--- src/rtl/quad_gen.sv ---
// quad_gen: quadrature step generator.
// sumar/restar pulses adjust a signed count of pending steps. Each committed
// step plays four Gray-coded phases on {a,b}, and each phase is held DIV clocks.
// A new step can start in the same clock that the previous one ends, so
// back-to-back steps leave no idle cycle between them.

module quad_gen #(
    parameter int DIV = 4,
    parameter int CW  = 8
) (
    input  logic clk,
    input  logic rst,
    input  logic sumar,
    input  logic restar,
    output logic a,
    output logic b,
    output logic busy,
    output logic step_done,
    output logic ovf
);

    typedef enum logic [2:0] {
        IDLE,
        P1,
        P2,
        P3,
        P4
    } state_t;

    localparam int              TW     = (DIV > 1) ? $clog2(DIV) : 1;
    localparam logic [TW-1:0]   T_LOAD = TW'(DIV - 1);
    localparam logic [TW-1:0]   T_ONE  = TW'(1);

    // Two guard bits let pend +/- request +/- commit be computed without wrap.
    localparam int                   XW   = CW + 2;
    localparam logic signed [XW-1:0] ZERO = '0;
    localparam logic signed [XW-1:0] ONE  = XW'(1);
    localparam logic signed [XW-1:0] PMAX = XW'((2 ** (CW - 1)) - 1);
    localparam logic signed [XW-1:0] PMIN = -PMAX - ONE;

    state_t                 state_q, state_d;
    logic [TW-1:0]          timer_q, timer_d;
    logic                   dir_q, dir_d;       // 1 = forward, 0 = reverse
    logic signed [CW-1:0]   pend_q, pend_d;
    logic                   ovf_q, ovf_d;
    logic                   a_q, a_d;
    logic                   b_q, b_d;

    logic                   phase_end;
    logic                   step_end;
    logic                   start;
    logic signed [XW-1:0]   pend_x;
    logic signed [XW-1:0]   req_v;
    logic signed [XW-1:0]   commit_v;
    logic signed [XW-1:0]   sum_v;
    logic signed [XW-1:0]   keep_v;

    assign phase_end = (timer_q == '0);
    assign step_end  = (state_q == P4) && phase_end;
    // A step is committed from IDLE, or in the last clock of P4 so that the
    // next step follows without a gap.
    assign start     = ((state_q == IDLE) || step_end) && (pend_q != '0);

    // Phase sequencing, step commit and the pending-count update.
    always_comb begin
        // NOTE: every signal written here gets a default first, so no path can
        // leave it unassigned and infer a latch.
        state_d  = state_q;
        timer_d  = timer_q;
        dir_d    = dir_q;
        commit_v = ZERO;
        pend_d   = pend_q;
        ovf_d    = ovf_q;
        a_d      = 1'b0;
        b_d      = 1'b0;

        if (start) begin
            state_d  = P1;
            timer_d  = T_LOAD;
            dir_d    = ~pend_q[CW-1];
            commit_v = pend_q[CW-1] ? -ONE : ONE;
        end else begin
            case (state_q)
                IDLE: begin
                    state_d = IDLE;
                end
                P1, P2, P3: begin
                    if (phase_end) begin
                        state_d = (state_q == P1) ? P2 : (state_q == P2) ? P3 : P4;
                        timer_d = T_LOAD;
                    end else begin
                        timer_d = timer_q - T_ONE;
                    end
                end
                P4: begin
                    if (phase_end) begin
                        state_d = IDLE;
                        timer_d = '0;
                    end else begin
                        timer_d = timer_q - T_ONE;
                    end
                end
                default: begin
                    state_d = IDLE;
                    timer_d = '0;
                end
            endcase
        end

        // Simultaneous sumar and restar cancel. A request that would push pend
        // out of range is dropped, but the commit is still applied.
        pend_x = {{2{pend_q[CW-1]}}, pend_q};
        if (sumar && !restar) begin
            req_v = ONE;
        end else if (restar && !sumar) begin
            req_v = -ONE;
        end else begin
            req_v = ZERO;
        end
        sum_v  = pend_x + req_v - commit_v;
        keep_v = pend_x - commit_v;
        if ((sum_v > PMAX) || (sum_v < PMIN)) begin
            pend_d = keep_v[CW-1:0];
            ovf_d  = 1'b1;
        end else begin
            pend_d = sum_v[CW-1:0];
        end

        // Channel levels for the phase being entered. Both directions pass
        // through 11 and end in 00, so each edge changes exactly one channel.
        case (state_d)
            P1:      {a_d, b_d} = dir_d ? 2'b10 : 2'b01;
            P2:      {a_d, b_d} = 2'b11;
            P3:      {a_d, b_d} = dir_d ? 2'b01 : 2'b10;
            default: {a_d, b_d} = 2'b00;
        endcase
    end

    // State registers. Reset is asynchronous and aborts any step in progress.
    always_ff @(posedge clk or negedge rst) begin
        if (!rst) begin
            state_q <= IDLE;
            timer_q <= '0;
            dir_q   <= 1'b0;
            pend_q  <= '0;
            ovf_q   <= 1'b0;
            a_q     <= 1'b0;
            b_q     <= 1'b0;
        end else begin
            // NOTE: non-blocking assignments, so every register here samples
            // its pre-edge value regardless of statement order.
            state_q <= state_d;
            timer_q <= timer_d;
            dir_q   <= dir_d;
            pend_q  <= pend_d;
            ovf_q   <= ovf_d;
            a_q     <= a_d;
            b_q     <= b_d;
        end
    end

    assign a         = a_q;
    assign b         = b_q;
    assign ovf       = ovf_q;
    assign busy      = (state_q != IDLE) || (pend_q != '0);
    assign step_done = step_end;

endmodule

--- config.mk ---
export PLATFORM = sky130hd
export DESIGN_NAME = quad_gen
export DESIGN_NICKNAME = d
export VERILOG_FILES = /design/src/rtl/quad_gen.sv
export SDC_FILE = /design/constraint.sdc
export NUM_CORES = 1
export LEC_CHECK = 0
export ABC_AREA = 1
export BUFFER_PORTS_ARGS = -buffer_cell sky130_fd_sc_hd__clkbuf_2
export CORE_ASPECT_RATIO = 0.6
export CORE_MARGIN = 2
export CORE_UTILIZATION = 50
export CTS_CLUSTER_DIAMETER = 60
export DETAILED_ROUTE_END_ITERATION = 16
export PLACE_DENSITY = 0.67
export SLEW_MARGIN = 25
export SYNTH_ARGS = -nofsm -noshare
export SYNTH_HDL_FRONTEND = slang
export SYNTH_SLANG_ARGS = --single-unit
--- constraint.sdc ---
create_clock -name clk -period 10.1 [get_ports clk]
set_clock_uncertainty 0.15 [all_clocks]
set_input_delay 1.01 -clock clk [delete_from_list [all_inputs] [get_ports clk]]
set_output_delay 1.01 -clock clk [all_outputs]
set_load 0.02 [all_outputs]
* Word level (Yosys, flattened, before mapping)
Index checks and enable logic that the tools add are counted.
Word-level totals: word-level logic and storage cells 56, input bits 4, flip-flop bits (word level) 17, latch bits 0, ROM bits 0, memories 0, RAM bits 0
Operators by class: $mul 0, mux-type cells 20, order comparisons 2, divide/modulo/power cells 0, shift-type cells 0, add/subtract/negate cells 4, bitwise gates (word level) 1, reduce and logical (&&, ||, !) cells 14, equal/unequal tests 8
Operator list (count):
- $mux W10 | 4
- $mux W3 | 5
- $eq A3 B2 Y1 const B | 4
- $add A8 B10 Y10 | 1
- $gt A10 B8 Y1 const B | 1
- $lt A10 B8 Y1 const B | 1
- $mux W2 | 5
- $sub A10 B10 Y10 | 1
- $mux W8 | 1
- $reduce_bool A8 Y1 | 1
- $sub A8 B8 Y8 | 1
- $eq A3 B1 Y1 const B | 2
- $pmux W1 S3 | 2
- $pmux W2 S3 | 1
- $pmux W3 S2 | 1
- $logic_and A1 B1 Y1 | 4
- $eq A3 B3 Y1 const B | 1
- $logic_not A3 Y1 | 1
- $logic_or A1 B1 Y1 | 3
- $reduce_bool A3 Y1 | 1
- $reduce_or A3 Y1 | 1
- $logic_not A1 Y1 | 2
- $logic_not A2 Y1 | 1
- $ne A2 B2 Y1 const B | 1
- 3 further kinds | 3

* Logic depth before layout (Yosys ltp)
Gate-level depths: netlist of the first run.
word-level depth 9, mapped depth 21, gate-level depth less buffers 21

* Worst setup path before layout of the first run
OpenSTA, ideal clock, no wires.
path kind reg-to-reg, start register timer_q[0], end register pend_q[7], library setup time 65 ps, buffers on the path 0, cell stages (with the launch flop) 19, arrival time 3379 ps, path slack 6506 ps, data required time 9885 ps, cell sequence dfrtp_1 > inv_1 > ha_1 > o21ai_1 > inv_1 > nand2_2 > nor2_1 > fa_1 > fa_1 > nand3b_1 > nand2_1 > nand2_1 > nand2_1 > nand2_1 > nand2_1 > nand3_1 > nand3_4 > nand2_1 > nand2_1
On the way: longest elaborated chain between the ends 9, elaborated cells on any way between the ends 11, those cells by class add/sub: 2; order compare: 2; mux: 2; reduce/logical: 5
RTL lines:
- from (decl) | RTL line 42 | logic [TW-1:0] timer_q, timer_d;
- from (signal assigned) | RTL line 153 | timer_q <= timer_d;
- $logic_not A2 Y1 * | RTL line 58 | assign phase_end = (timer_q == '0);
- $logic_and A1 B1 Y1 * | RTL line 59 | assign step_end = (state_q == P4) && phase_end;
- $logic_or A1 B1 Y1 * | RTL line 62 | assign start = ((state_q == IDLE) || step_end) && (pend_q != '0);
- $logic_and A1 B1 Y1 * | RTL line 62
- $mux W10 * | RTL line 77 | if (start) begin
- $sub A10 B10 Y10 | RTL line 120 | sum_v = pend_x + req_v - commit_v;
- $gt A10 B8 Y1 / $lt A10 B8 Y1 (equally long branches) | RTL line 122 | if ((sum_v > PMAX) || (sum_v < PMIN)) begin
- $logic_or A1 B1 Y1 | RTL line 122
- $mux W8 * | RTL line 122
- via pend_d[7] | RTL line 44 | logic signed [CW-1:0] pend_q, pend_d;
- to (signal assigned) | RTL line 155 | pend_q <= pend_d;
- to (decl) | RTL line 44
Mark *: on every way through the listed nets, which the timed path passes. The rest lies on a longest branch. A chain may end at the register's enable or synchronous reset.

* Worst setup path in the final report of the first run
start register timer_q[0], end register pend_q[6]
The elaborated chain is that of the path after synthesis.

==> run_results.csv, run 1 <==
group,metric,value,unit
cells_and_area,final_nets,316,
clocking,clock_sinks,17,
global_route,grt_first_pass_wirelength,6837,um
setup_path,end_kind,"register",
floorplanning,die_height,51.95,um
clocking,cts_buffers,3,
placed_design,gp_congestion,0.8918,
placed_design,dp_hpwl,3443,um
drt,routed_via_density,4.982,
timing,finalHoldViolCount,0,
timing,finalCritPeriodShare,40.49,%
floorplanning,die-area,0.004359,mm2
setup_path,critPathKind,"register to register",
yosys,synth_top_cell_by_area,"dfrtp_1",
clocking,clk_latency,0.25,ns
drt,ant_nets,0,
timing,fmax,0.2446,GHz
yosys,synth-async-reset-ratio,100.0,%
global_route,first_global_vias,1447,
timing,setup_viol,0,
flow_run,cap_violations,0,
timing,tightest_slew,0.8905,ns
timing,tns,0,ns
drt,vias,1634,
setup_path,r2r_setup_slack,6.01,ns
yosys,syn_nets,303,
drt,drtPass1Iterations,4,
timing,holdWs,0.3269,ns
yosys,syn_inst,269,
yosys,ys_seq_area_share,22.21,%
yosys,yosysWarnings,0,
yosys,ys.flop_type,"dfrtp_1",
setup_path,cp-start-kind,"register",
yosys,synth_top_cell_area_share,22.21,%
yosys,synth_seq_cells,17,
floorplanning,row_count,17,
yosys,avgSynthCellArea,7.121,um2
placed_design,portBuffers,8,
timing,slew_headroom,40.41,%
drt,wl_per_cell,12.26,um
floorplanning,ioPinCount,9,
clocking,post_cts_buffers,0,
drt,routed_wl,4022,um
timing,slew_violations,0,
setup_path,worst_ep_arrival_time,4.13,ns
cells_and_area,final_common_cell,"nand2_1",
setup_path,path_max_fanout,9,
timing,layout_setup_ws,6.011,ns
cells_and_area,areaGrowthSynthToFinish,7.577,%
global_route,overflow,0,
clocking,cts_root_buf,"clkbuf_8",
clocking,cts_tree,"yes",
clocking,cts_resized,0,
cells_and_area,final_area,0.002061,mm2
yosys,synth.area.top_cells,"dfrtp_1, ha_1, nand2_1",
outcome,status,"finished clean",
drt,drt_iter0_drc,92,
placed_design,placed_cell_area,0.002014,mm2
floorplanning,core_area,0.003680,mm2
yosys,synth-edff-count,0,
hold_path,holdPathStages,1,
placed_design,dp_slack,6.039,ns
clocking,cts_buffer_depth,2,
global_route,grt_max_degree,18,
drt,drc,0,
timing,min_period,4.089,ns
clocking,htreeDepth,1,
cells_and_area,final_layout_size_suffix_gt1_share,11.39,%
setup_path,reg2reg_depth,18,
cells_and_area,final_cell_mix,"nand2_1, inv_1, nand3_1, ha_1, dfrtp_1",
clocking,hold_buffers,0,
floorplanning,die_w,83.91,um
yosys,syn_area,0.001916,mm2
setup_path,worstPathRequired,10.14,ns
timing,rsz0062_at_grt,"no",
hold_path,hold_class,"register to register",
global_route,antenna_found_initial,0,
clocking,path_clk_slew,0.07,ns
yosys,ys_types,27,
global_route,grt.total_usage,20.23,%
cells_and_area,antenna_cells,0,
floorplanning,start_util,52.06,%
[stage by stage]
| step | utilization (%) | instances |
|---|---|---|
| after detailed placement | 54.74 | 324 |
| final | 56.00 | 328 |
| after floorplan | - | 269 |
| after global routing | 56.00 | 328 |
| after CTS | 56.00 | 328 |
| after global placement | 54.74 | 324 |
[path summary, 6_finish.rpt]
kind                        endpoint       start
setup / recovery           pend_q[6]  timer_q[0]
hold / removal                   ovf         ovf
setup reg to reg           pend_q[6]  timer_q[0]
hold reg to reg                  ovf         ovf
max in group asynchronous  pend_q[5]         rst
min in group asynchronous  pend_q[2]         rst
[flip-flops by register name, summed over array words and instances (netlist names)]
| register | cells |
|---|---|
| a | 1 |
| b | 1 |
| dir_q | 1 |
| ovf | 1 |
| pend_q | 8 |
| state_q | 3 |
| timer_q | 2 |
[worst max-delay path, stage by stage, from the launching register on]
cell and delay (ns):
dfrtp_1 0.39, inv_1 0.10, ha_1 0.26, o21ai_1 0.10, inv_1 0.07, nand2_2 0.11
nor2_1 0.70, fa_1 0.59, fa_1 0.47, nand3b_1 0.17, nand2_1 0.14, nand2_1 0.10
nand2_1 0.09, nand2_1 0.05, nand2_1 0.08, nand3_1 0.09, nand2_2 0.16, nand3_1 0.11
nand2_1 0.08
[logic make-up after synthesis]
group | Yosys count | share of synthesized area, %
buffers and inverters | 60 | 11.76
flip-flops | 17 | 22.21
adder cells (fa/ha/maj) | 30 | 22.73
AND/OR/NAND/NOR | 131 | 32.01
AO/OA/AOI/OAI | 21 | 6.728
XOR/XNOR | 10 | 4.572
[layer usage]
metal,up-vias,routed length [um],global-route usage (%)
met2,32,1450,26.27
met4,0,7,2.688
li1,865,-,-
met1,735,2292,32.18
met5,-,0,0
met3,2,272,6.667
[synthesized netlist by cell type, types with 5 or more instances]
master   count
nand3_1     25
fa_1         8
xnor2_1      6
dfrtp_1     17
inv_1       56
ha_1        22
nor2_1      13
nand2_1     72
a21oi_1      8
nand2_2      6
nand4_1      5
[cell type report]
class | count | area (um2)
multi-input combinational | 192 | 1265
timing repair buffer | 8 | 40.04
tap | 47 | 58.81
clock inverter | 1 | 5.005
fill | 349 | 1619
inverter | 60 | 225.2
clock buffer | 3 | 41.29
sequential | 17 | 425.4
Power of run 1 is not shown: default switching activity piles up to over one toggle a cycle in this logic, so the estimate is an artifact.
==> inputs of run 2 (changes only) <==
clock period = 4 ns   (was 10.1 ns; I/O delays follow)
==> run 2 against run 1 <==
Effect of this change:
- wire length shrank 1.8%
- sequential cell count is the same
- non-clock buffer count grew 2
- sequential share of layout area shrank 0.16 points
- cell count grew 0.61%
- via count is essentially flat
- global-route usage shrank 0.63 points
- largest cell class unchanged
==> run_results.csv, run 2 (synthesis gave the netlist of run 1 again) <==
group,metric,value,unit
cells_and_area,ff_latch_area,425.4,um2
clocking,cts_root_buf,"clkbuf_8",
cells_and_area,final_layout_size_suffix_gt1_share,11.31,%
placed_design,dp_hpwl,3374,um
drt,ant_nets,0,
timing,tns,0,ns
clocking,cts_tree,"yes",
timing,rsz0062_at_grt,"no",
global_route,first_global_vias,1427,
floorplanning,die-area,0.004359,mm2
clocking,cts_buffer_depth,2,
global_route,grt_max_degree,18,
timing,fmax,0.2817,GHz
floorplanning,die_height,51.95,um
clocking,clk_latency,0.25,ns
floorplanning,start_util,52.06,%
cells_and_area,final_nets,318,
drt,wl_per_cell,11.97,um
timing,finalCritPeriodShare,88.76,%
clocking,path_clk_slew,0.06,ns
placed_design,placed_cell_area,0.002022,mm2
cells_and_area,final_area,0.002077,mm2
outcome,status,"finished clean",
cells_and_area,fin_util,56.44,%
cells_and_area,antenna_cells,0,
clocking,clock_sinks,17,
drt,drt_iter0_drc,89,
timing,finalHoldViolCount,0,
cells_and_area,regMostFlops,"pend_q",
cells_and_area,final_common_cell,"nand2_1",
drt,routed_via_density,4.948,
cells_and_area,final-instance-count-excl-fill,330,
timing,min_period,3.550,ns
setup_path,end_kind,"register",
cells_and_area,final_cell_mix,"nand2_1, inv_1, nand3_1, ha_1, dfrtp_1",
global_route,grt.total_usage,19.61,%
flow_run,cap_violations,0,
setup_path,worstPathRequired,3.98,ns
global_route,antenna_found_initial,0,
cells_and_area,areaGrowthSynthToFinish,8.426,%
floorplanning,row_count,17,
clocking,post_cts_buffers,0,
placed_design,placed_cells,325,
clocking,cts_buffers,3,
timing,slew_violations,0,
global_route,grt_first_pass_wirelength,6679,um
drt,vias,1633,
global_route,overflow,0,
drt,routed_wl,3951,um
drt,drc,0,
hold_path,hold_class,"register to register",
clocking,htreeDepth,1,
timing,tightest_slew,0.4294,ns
setup_path,path_max_fanout,9,
placed_design,gp_congestion,0.7835,
floorplanning,core_area,0.003680,mm2
setup_path,critPathKind,"register to register",
timing,setup_viol,0,
floorplanning,die_w,83.91,um
timing,slew_headroom,71.37,%
setup_path,cp-start-kind,"register",
floorplanning,ioPinCount,9,
setup_path,worst_ep_arrival_time,3.53,ns
cells_and_area,reg.largest.list,"pend_q (8), state_q (3), timer_q (2)",
cells_and_area,multi_input_area,0.001265,mm2
placed_design,portBuffers,8,
drt,drtPass1Iterations,4,
cells_and_area,largest_reg_flops,8,
cells_and_area,fillers,376,
==> run 2: cell count changes in the layout (fill, tap and decap cells not counted) <==
cell	change
buf_4	+1
clkinv_2	-1
clkbuf_1	+1
dlygate4sd3_1	+1
==> run 2: worst paths after layout <==
check / start / to / slack, ns / cells after the start
hold reg to reg: ovf / ovf / 0.33 / 1
max in group asynchronous: rst / a / 2.93 / 2
setup reg to reg: timer_q[0] / pend_q[2] / 0.45 / 20
min in group asynchronous: rst / pend_q[4] / 0.47 / 2
hold / removal: ovf / ovf / 0.33 / 1
setup / recovery: timer_q[0] / pend_q[2] / 0.45 / 20
==> run 2: repair_timing <==
| item | CTS | global route |
|---|---|---|
| endpoints found under the hold margin | 17 | 0 |
| hold buffers | 1 | 0 |
| resized for setup | 0 | 0 |
==> run 2: stage by stage <==
| step | setup WS (ns) | hold WS (ns) |
|---|---|---|
| CTS | 0.4795 | 0.3415 |
| detailed placement | 0.4874 | 0.2092 |
| finish | 0.4497 | 0.3315 |
| global placement | 0.5300 | 0.2064 |
| global route | 0.1332 | 0.3482 |
| floorplan | 0.4061 | -0.04559 |
==> run 2: cell type report <==
type	count	area share (%)
well taps	47	2.831
clock buffers	4	2.169
multi-input cells	192	60.90
inverters	60	10.84
repair buffers	10	2.771
flip-flops and latches	17	20.48
==> run 2: worst max-delay path: stages (launching register included) <==
cell and delay [ns]:
dfrtp_1 0.40, inv_1 0.10, ha_1 0.28, o21ai_1 0.10, inv_1 0.07, nand2_2 0.11, nor2_1 0.18, buf_4 0.23
fa_1 0.43, inv_1 0.09, ha_1 0.29, nand2_1 0.11, nand3_1 0.13, nand2_1 0.12, nand2_1 0.06, nand2_1 0.09
nand2_2 0.09, nand3_4 0.15, nand3_4 0.13, nand2_1 0.08, nand2_1 0.06
==> run 2: layer usage <==
metal | GRT usage [%] | wire length (um) | up-vias
met1 | 33.10 | 2346 | 726
li1 | - | - | 874
met3 | 5.238 | 264 | 0
met4 | 0.8065 | 0 | 0
met5 | 0 | 0 | -
met2 | 24.80 | 1341 | 33
Power of run 2 is left out for the same reason.
